## src/rtl/nibble_result_unloader.sv

```systemverilog
// Captures in_a*in_b as a 16-bit product on a start request.
// Streams the product out as four nibbles using a valid/ack handshake.
// Aborts with a timeout pulse if the receiver stalls for too long.
module nibble_result_unloader #(
  parameter int unsigned MSB_FIRST   = 0,
  parameter int unsigned ACK_TIMEOUT = 15
) (
  input  logic       clk,
  input  logic       rst_n,
  input  logic       start,
  input  logic [7:0] in_a,
  input  logic [7:0] in_b,
  output logic [3:0] nib_out,
  output logic       nib_valid,
  output logic [1:0] nib_idx,
  input  logic       nib_ack,
  output logic       busy,
  output logic       done,
  output logic       timeout
);

  // Stall counter only needs to reach ACK_TIMEOUT; one bit minimum.
  localparam int unsigned STALL_W = (ACK_TIMEOUT < 2) ? 1 : $clog2(ACK_TIMEOUT + 1);
  localparam logic [STALL_W:0] STALL_LIMIT = (STALL_W + 1)'(ACK_TIMEOUT);

  typedef enum logic [1:0] {
    IDLE = 2'd0,
    SEND = 2'd1,
    DONE = 2'd2,
    ERR  = 2'd3
  } state_t;

  state_t             state, state_n;
  logic [15:0]        product, product_n;
  logic [1:0]         cnt, cnt_n;
  logic [STALL_W-1:0] stall, stall_n;
  logic [STALL_W:0]   stall_inc;

  logic [3:0] nib_out_n;
  logic [1:0] nib_idx_n;
  logic       nib_valid_n;
  logic       busy_n;
  logic       done_n;
  logic       timeout_n;

  // Map the transfer count to the physical nibble position.
  function automatic logic [1:0] phys_idx(input logic [1:0] c);
    return (MSB_FIRST != 0) ? ~c : c;
  endfunction

  assign stall_inc = {1'b0, stall} + {{STALL_W{1'b0}}, 1'b1};

  // State, datapath and registered outputs.
  always_ff @(posedge clk or negedge rst_n) begin
    if (!rst_n) begin
      state     <= IDLE;
      product   <= '0;
      cnt       <= '0;
      stall     <= '0;
      nib_out   <= '0;
      nib_idx   <= '0;
      nib_valid <= 1'b0;
      busy      <= 1'b0;
      done      <= 1'b0;
      timeout   <= 1'b0;
    end else begin
      state     <= state_n;
      product   <= product_n;
      cnt       <= cnt_n;
      stall     <= stall_n;
      nib_out   <= nib_out_n;
      nib_idx   <= nib_idx_n;
      nib_valid <= nib_valid_n;
      busy      <= busy_n;
      done      <= done_n;
      timeout   <= timeout_n;
    end
  end

  // Next-state logic, plus output values decoded from the next state.
  // Decoding from the next state keeps every output registered while
  // still showing the first nibble in the cycle right after start.
  always_comb begin
    state_n   = state;
    product_n = product;
    cnt_n     = cnt;
    stall_n   = stall;

    unique case (state)
      IDLE: begin
        if (start) begin
          state_n   = SEND;
          product_n = 16'(in_a) * 16'(in_b);
          cnt_n     = '0;
          stall_n   = '0;
        end
      end
      SEND: begin
        if (nib_ack) begin
          stall_n = '0;
          if (cnt == 2'd3) begin
            state_n = DONE;
          end else begin
            cnt_n = cnt + 2'd1;
          end
        end else if (ACK_TIMEOUT != 0) begin
          if (stall_inc == STALL_LIMIT) begin
            state_n = ERR;
          end else begin
            stall_n = stall_inc[STALL_W-1:0];
          end
        end
      end
      DONE, ERR: begin
        state_n   = IDLE;
        product_n = '0;
        cnt_n     = '0;
        stall_n   = '0;
      end
      default: begin
        state_n = IDLE;
      end
    endcase

    nib_valid_n = (state_n == SEND);
    nib_idx_n   = nib_valid_n ? phys_idx(cnt_n) : 2'd0;
    nib_out_n   = nib_valid_n ? product_n[{nib_idx_n, 2'b00} +: 4] : 4'd0;
    busy_n      = (state_n != IDLE);
    done_n      = (state_n == DONE);
    timeout_n   = (state_n == ERR);
  end

endmodule

```

## config.mk

```make
export PLATFORM = sky130hd
export DESIGN_NAME = nibble_result_unloader
export DESIGN_NICKNAME = d
export VERILOG_FILES = /design/src/rtl/nibble_result_unloader.sv
export SDC_FILE = /design/constraint.sdc
export NUM_CORES = 1
export LEC_CHECK = 0
export BUFFER_PORTS_ARGS = -buffer_cell sky130_fd_sc_hd__buf_2
export CORE_MARGIN = 2
export CORE_UTILIZATION = 40
export DETAILED_ROUTE_END_ITERATION = 7
export SETUP_SLACK_MARGIN = 0.05
export SLEW_MARGIN = 25
export SYNTH_ARGS = -nofsm -noshare
export SYNTH_HDL_FRONTEND = slang
export SYNTH_SLANG_ARGS = --single-unit
```

## constraint.sdc

```tcl
create_clock -name clk -period 2.05 [get_ports clk]
set_input_delay 0.3075 -clock clk [delete_from_list [all_inputs] [get_ports clk]]
set_output_delay 0.3075 -clock clk [all_outputs]
set_load 0.02 [all_outputs]
```

==> results.sh, run 1 <==
export IMPL_path_cells="buf_6 > and2_4 > fa_1 > fa_1 > fa_1 > inv_2 > fa_1 > inv_2 > ha_4 > or3_4 > buf_4 > o221a_4 > nor2_4 > xor2_2 > o21ai_1"
export IMPL_clock_fmax_mhz=263
export IMPL_path_max_fanout=6
export IMPL_rsz0062_at_grt="true"
export IMPL_yosysWarnings=0
export IMPL_min_period_ns=3.81
export IMPL_syn_area_um2=3610
export IMPL_hold_class="input pin to asynchronous set/reset pin"
export IMPL_final_cell_mix="56 x buf_4, 54 x inv_1, 35 x and2_1"
export IMPL_grt_ovfl_total=0
export IMPL_core_um2=8720
export IMPL_clkTransAtPathRegs_ns=0.06
export IMPL_clk_latency_ns=0.28
export IMPL_critical_path_class="input pin to flip-flop"
export IMPL_wl_per_cell_um=14.5
export IMPL_ys_ff_latch=34
export IMPL_grt_pass1_vias=3300
export IMPL_area_growth_pct=42.5
export IMPL_worst_clock_skew_ns=0.00349
export IMPL_wirelength_um=8680
export IMPL_power_density_nw_per_um2=1170
export IMPL_gp_congestion=0.776
export IMPL_synth_area_leaders="dfrtp_1 24%, fa_1 20%, ha_1 13%"
export IMPL_grt_antenna_before_repair=0
export IMPL_drive_above_1_share_pct=39.8
export IMPL_slowest_stage="fa_1"
export IMPL_grt_pass1_wl_um=15200
export IMPL_cp_start_kind="input pin"
export IMPL_violations="negative setup slack"
export IMPL_cts_tree="done"
export IMPL_die_width_um=99.0
export IMPL_setup_viol=17
export IMPL_drc_errors=0
export IMPL_htree_num_levels=2
export IMPL_synthDistinctLibCells=53
export IMPL_numCtsBuffers=5
export IMPL_dieHeight_um=99.0
export IMPL_num_antenna_cells=0
export IMPL_rows=34
export IMPL_ys_flop_type="dfrtp_1"
export IMPL_slew_headroom_pct=49.8
export IMPL_yosysTopAreaCell="dfrtp_1"
export IMPL_io_buffers=29
export IMPL_syn_avg_cell_area_um2=9.28
export IMPL_crit_path_end_kind="flip-flop"
export IMPL_peakVddDrop_mv=0.597
export IMPL_fp_dieArea_um2=9800
export IMPL_cts_root_buffer="clkbuf_8"
export IMPL_tightest_slew_ns=0.753
export IMPL_initial_core_util_pct=41.4
export IMPL_clkSinkCount=34
export IMPL_crit_top_cell="fa_1"
export IMPL_critical_path_max_stage_delay_ns=0.57
export IMPL_via_count=3077
export IMPL_required_ns=2.22
export IMPL_async_flop_share_pct=100
export IMPL_viasPerCell=5.13
export IMPL_grt_total_usage_pct=19.1
export IMPL_hpwl_um=6730
export IMPL_netlist_instances=389
export IMPL_drv_cap=0
export IMPL_layout_cells_most_common="buf_4"
export IMPL_yosysSeqAreaShare_pct=23.6
export IMPL_dr_pass1_iters=4
export IMPL_drt_iter0_markers=112
export IMPL_arrival_ns=3.98
export IMPL_timing_final_crit_share_pct=186
export IMPL_design_power_total_mw=6.01
export IMPL_setup_slack_ns=-1.76
export IMPL_synth_top_area_share_pct=23.6
export IMPL_clock_path_buffers=2
export IMPL_hold_slack_ns=0.0867
export IMPL_synth_edff_count=0
export IMPL_grt_max_degree=35
export IMPL_synth_nets=483
export IMPL_io_pins=30
export IMPL_status="complete, but fails checks"
export IMPL_report_final_slew_viol_count=0
export IMPL_hold_viol=0
export IMPL_layout_nets=585
export IMPL_postCtsHoldBufs=0
export IMPL_drtAntennaViolNets=0
export IMPL_leakage_nw=2.53
==> state kept, by name, summed over array words and instances, names as in the netlist <==
name and cells:
timeout 1, product 16, state 2, done 1
nib_out 4, nib_valid 1, cnt 2, nib_idx 2
busy 1, stall 4
==> layer usage <==
metal  up-vias  part of all wire [%]  GRT usage [%]
li1       1498                     -              -
met1      1543                    45           24.4
met2        31                    53           35.3
met3         5                   1.6           2.06
met4         0                  0.59           3.16
met5         -                     0              0
==> synth_stat cells (3+ instances only) <==
library cell / n
inv_1: 66
and2_1: 51
ha_1: 38
fa_1: 36
nand2_1: 35
dfrtp_1: 34
o21ai_0: 14
a21oi_1: 12
nor2_1: 10
nand3_1: 6
o211ai_1: 6
o21a_1: 5
xor2_1: 5
a22o_1: 4
nand2b_1: 4
o22ai_1: 4
or3_1: 4
a211o_1: 3
a21o_1: 3
nor2b_1: 3
nor3_1: 3
xnor2_1: 3
==> worst paths after layout <==
| path | from | to | slack (ns) | cells after the start |
|---|---|---|---|---|
| max reg2reg | state[1]$_DFF_PN0_ | nib_out[1]$_DFF_PN0_ | 0.10 | 6 |
| min in group clk | nib_ack | done$_DFF_PN0_ | 0.42 | 3 |
| max in group asynchronous | rst_n | nib_idx[0]$_DFF_PN0_ | 1.48 | 1 |
| max | in_b[4] | product[11]$_DFF_PN0_ | -1.76 | 15 |
| min reg2reg | product[11]$_DFF_PN0_ | product[11]$_DFF_PN0_ | 0.49 | 2 |
| min | rst_n | done$_DFF_PN0_ | 0.09 | 1 |
==> worst max-delay path, delay by kind of cell <==
family / cells / cell delay [ns]
and+or+nand+nor: 3 / 0.63
adders and majority gates: 5 / 2.20
buffers and inverters: 4 / 0.36
AOI/OAI and AO/OA: 2 / 0.30
xor gates and xnor gates: 1 / 0.17
==> cells by family (layout without fill, tap and decap cells) <==
kind of cell / after synthesis / count (layout) / synth area share, %
XOR/XNOR: 8 / 8 / 1.94
AO/OA/AOI/OAI: 71 / 71 / 13.7
AND/OR/NAND/NOR: 130 / 130 / 19.9
flip-flops: 34 / 34 / 23.6
buffers and inverters: 72 / 175 / 7.76
adder cells (fa/ha/maj): 74 / 74 / 33.1
==> power by group <==
part / total, mW / switching, mW / internal [mW] / leakage [nW]
sequential: 1.05 / 0.115 / 0.933 / 0.434
clock: 0.507 / 0.237 / 0.271 / 0.0482
combinational: 4.45 / 2.23 / 2.23 / 2.04
total: 6.01 / 2.58 / 3.43 / 2.53
==> through the flow <==
| step | util [%] | cells | TNS (ns) | area [um2] | setup WS [ns] |
|---|---|---|---|---|---|
| 3_3_place_gp | 51.3 | 580 | -30.16 | 4480 | -2.11 |
| 3_5_place_dp | 51.3 | 580 | -30.63 | 4480 | -2.15 |
| 4_1_cts | 57.1 | 595 | -22.99 | 4980 | -1.73 |
| 6_report | 59.0 | 600 | -22.92 | 5140 | -1.76 |
| 5_1_grt | 59.0 | 600 | -24.78 | 5140 | -1.91 |
| 2_1_floorplan | - | 389 | -22.61 | 3770 | -1.82 |
==> layout make-up <==
cell class	count	area, um2
clock buffer	7	86.3
clock inverter	1	5.00
fill	726	3580
inverter	67	251
multi-input combinational	283	2940
sequential	34	851
tap	108	135
timing repair buffer	100	880
==> repair_timing <==
item	in CTS	in global routing
endpoints found under the setup margin	17	19
pin swaps	50	24
resized for setup	93	30
buffers inserted	8	6
(Power assumes the default switching activity.)
==> run 2, diff against run 1 <==
--- a/config.mk
+++ b/config.mk
@@ -5,6 +5,7 @@
 export SDC_FILE = /design/constraint.sdc
 export NUM_CORES = 1
 export LEC_CHECK = 0
+export ABC_AREA = 1
 export BUFFER_PORTS_ARGS = -buffer_cell sky130_fd_sc_hd__buf_2
 export CORE_MARGIN = 2
 export CORE_UTILIZATION = 40
==> results.sh, run 2 <==
export IMPL_reg2reg_depth=9
export IMPL_reg2reg_slack_ns=0.24
export IMPL_hold_class="input pin to asynchronous set/reset pin"
export IMPL_peakVddDrop_mv=0.847
export IMPL_ys_flop_type="dfrtp_1"
export IMPL_synth_top_area_share_pct=21.8
export IMPL_synth_most_common_cell="nand2_1"
export IMPL_pre_cts_slack_ns=-1.92
export IMPL_status="complete, but fails checks"
export IMPL_layout_nets=713
export IMPL_required_ns=2.23
export IMPL_critical_path_class="input pin to flip-flop"
export IMPL_drc_errors=0
export IMPL_crit_path_end_kind="flip-flop"
export IMPL_wirelength_um=8580
export IMPL_setup_viol=17
export IMPL_grt_ovfl_total=0
export IMPL_drive_above_1_share_pct=34.5
export IMPL_synth_area_leaders="dfrtp_1 22%, fa_1 18%, nand2_1 17%"
export IMPL_timing_final_crit_share_pct=175
export IMPL_top_regs="product: 16 flops, nib_out: 4 flops, stall: 4 flops"
export IMPL_arrival_ns=3.77
export IMPL_timing_rr_start="stall[0]$_DFFE_PN0P_"
export IMPL_setup_slack_ns=-1.54
export IMPL_cp_start_kind="input pin"
export IMPL_num_antenna_cells=0
export IMPL_initial_core_util_pct=40.6
export IMPL_clkTransAtPathRegs_ns=0.07
export IMPL_drtAntennaViolNets=0
export IMPL_ys_ff_latch=34
export IMPL_leakage_nw=3.07
export IMPL_dr_pass1_iters=4
export IMPL_syn_avg_cell_area_um2=7.15
export IMPL_synthDistinctLibCells=26
export IMPL_hold_viol=0
export IMPL_cts_tree="done"
export IMPL_largest_reg_flops=16
export IMPL_io_pins=30
export IMPL_clock_path_buffers=2
export IMPL_synth_edff_count=0
export IMPL_violations="negative setup slack"
export IMPL_netlist_instances=547
export IMPL_yosysWarnings=0
export IMPL_numCtsBuffers=5
export IMPL_rsz0062_at_grt="true"
export IMPL_yosysTopAreaCell="dfrtp_1"
export IMPL_gp_congestion=0.854
export IMPL_viasPerCell=4.46
export IMPL_drv_cap=0
export IMPL_core_um2=9640
export IMPL_grt_total_usage_pct=16.9
export IMPL_tightest_slew_ns=0.720
export IMPL_clk_latency_ns=0.28
export IMPL_yosysSeqAreaShare_pct=21.8
export IMPL_r2r_end="nib_out[3]$_DFF_PN0_"
export IMPL_power_density_nw_per_um2=1160
export IMPL_die_width_um=103
export IMPL_clkSinkCount=34
export IMPL_synthTopCellsByCount="172 x nand2_1, 151 x inv_1, 38 x ha_1"
export IMPL_grt_pass1_wl_um=14300
export IMPL_rows=36
export IMPL_regMostFlops="product"
export IMPL_fin_util_pct=53.9
export IMPL_layout_cells_most_common="nand2_1"
export IMPL_min_period_ns=3.59
export IMPL_dieHeight_um=103
export IMPL_clock_fmax_mhz=279
export IMPL_path_max_fanout=7
export IMPL_htree_num_levels=2
export IMPL_synth_nets=641
export IMPL_wl_per_cell_um=11.4
export IMPL_final_cell_mix="133 x nand2_1, 123 x inv_1, 45 x buf_4"
export IMPL_syn_area_um2=3910
export IMPL_drt_iter0_markers=75
export IMPL_hpwl_um=6800
export IMPL_grt_pass1_vias=3295
export IMPL_cts_root_buffer="clkbuf_8"
export IMPL_io_buffers=29
export IMPL_hold_slack_ns=0.0718
export IMPL_async_flop_share_pct=100
export IMPL_slew_headroom_pct=52.0
export IMPL_fp_dieArea_um2=10600
export IMPL_grt_max_degree=35
export IMPL_area_growth_pct=32.8
export IMPL_grt_antenna_before_repair=0
export IMPL_via_count=3358
export IMPL_finalSetupTns_ns=-20.99
export IMPL_worst_clock_skew_ns=0.00442
export IMPL_report_final_slew_viol_count=0
export IMPL_postCtsHoldBufs=0
-- run 2: cell types whose count changed after synthesis, moves of 4 or more --
| cell | delta |
|---|---|
| nand2_1 | +137 |
| inv_1 | +85 |
| and2_1 | -51 |
| nand3_1 | +24 |
| clkbuf_1 | +13 |
| o21ai_0 | -9 |
| o211ai_1 | -6 |
| nor2_1 | +5 |
| o21a_1 | -5 |
| nand2b_1 | -4 |
| nand4_1 | +4 |
| nor2_4 | +4 |
| or3_1 | -4 |
-- run 2: cells by family (layout without fill, tap and decap cells) --
| kind of cell | Yosys count | after routing | synth area share (%) |
|---|---|---|---|
| flops | 34 | 34 | 21.8 |
| buf+inv | 172 | 245 | 16.8 |
| fa+ha+maj | 74 | 74 | 30.6 |
| xor+xnor | 2 | 2 | 0.448 |
| compound gates | 29 | 29 | 4.64 |
| simple gates | 236 | 236 | 25.8 |
-- run 2: critical path, stage by stage --
cell and delay, ns:
buf_12 0.11, nand2_4 0.06, inv_2 0.03, fa_1 0.51, fa_1 0.53, fa_1 0.51, inv_2 0.04, fa_1 0.49
inv_2 0.05, ha_4 0.24, nand2_2 0.06, nand2_2 0.06, buf_6 0.12, a21oi_4 0.12, nand3b_1 0.11, nand3_2 0.10
nand2_2 0.06, buf_4 0.13, buf_4 0.12
-- run 2: worst max path at each step --
stage / from / to / cells past startpoint
after global placement: in_a[3] / nib_out[2]$_DFF_PN0_ / 20
final: in_b[6] / product[10]$_DFF_PN0_ / 19
after global routing: in_b[6] / nib_out[3]$_DFF_PN0_ / 21
after floorplan: in_a[7] / nib_out[2]$_DFF_PN0_ / 20
after CTS: in_b[2] / nib_out[3]$_DFF_PN0_ / 21
after detailed placement: in_b[6] / nib_out[2]$_DFF_PN0_ / 20
-- run 2: layer usage --
layer,global-route usage (%),up-vias,part of all wire (%)
met5,0,-,0
met3,1.63,14,1.8
met4,4.45,0,1.4
met1,21.9,1564,46
met2,30.3,41,50
li1,-,1739,-
-- run 2: power breakdown --
part           switching (mW)  total (mW)  leakage [nW]  internal (mW)
logic                    2.53        4.42          2.57           1.89
clock network           0.230       0.588        0.0579          0.357
registers               0.100        1.04         0.436          0.936
total                    2.86        6.04          3.07           3.18
-- run 2: stage by stage --
stage,cells,power (mW),area [um2]
global route,753,6.64,5190
detailed placement,732,4.64,4600
global placement,732,4.62,4600
finish,753,6.04,5190
floorplan,547,3.72,4230
CTS,750,5.80,5060
-- run 2: repair_timing --
| action | in CTS | in global routing |
|---|---|---|
| gates resized for setup | 84 | 39 |
| cloned | 0 | 0 |
| buffers inserted | 10 | 3 |
| pin swaps | 41 | 22 |
| setup endpoints to repair | 17 | 17 |
-- run 2: final cells by class --
type	count	area, um2
clock buffers	5	68.8
inverters	154	578
fillers	948	4450
flip-flops and latches	34	851
clock inverters	3	40.0
well taps	133	166
repair buffers	83	697
multi-input cells	341	2790
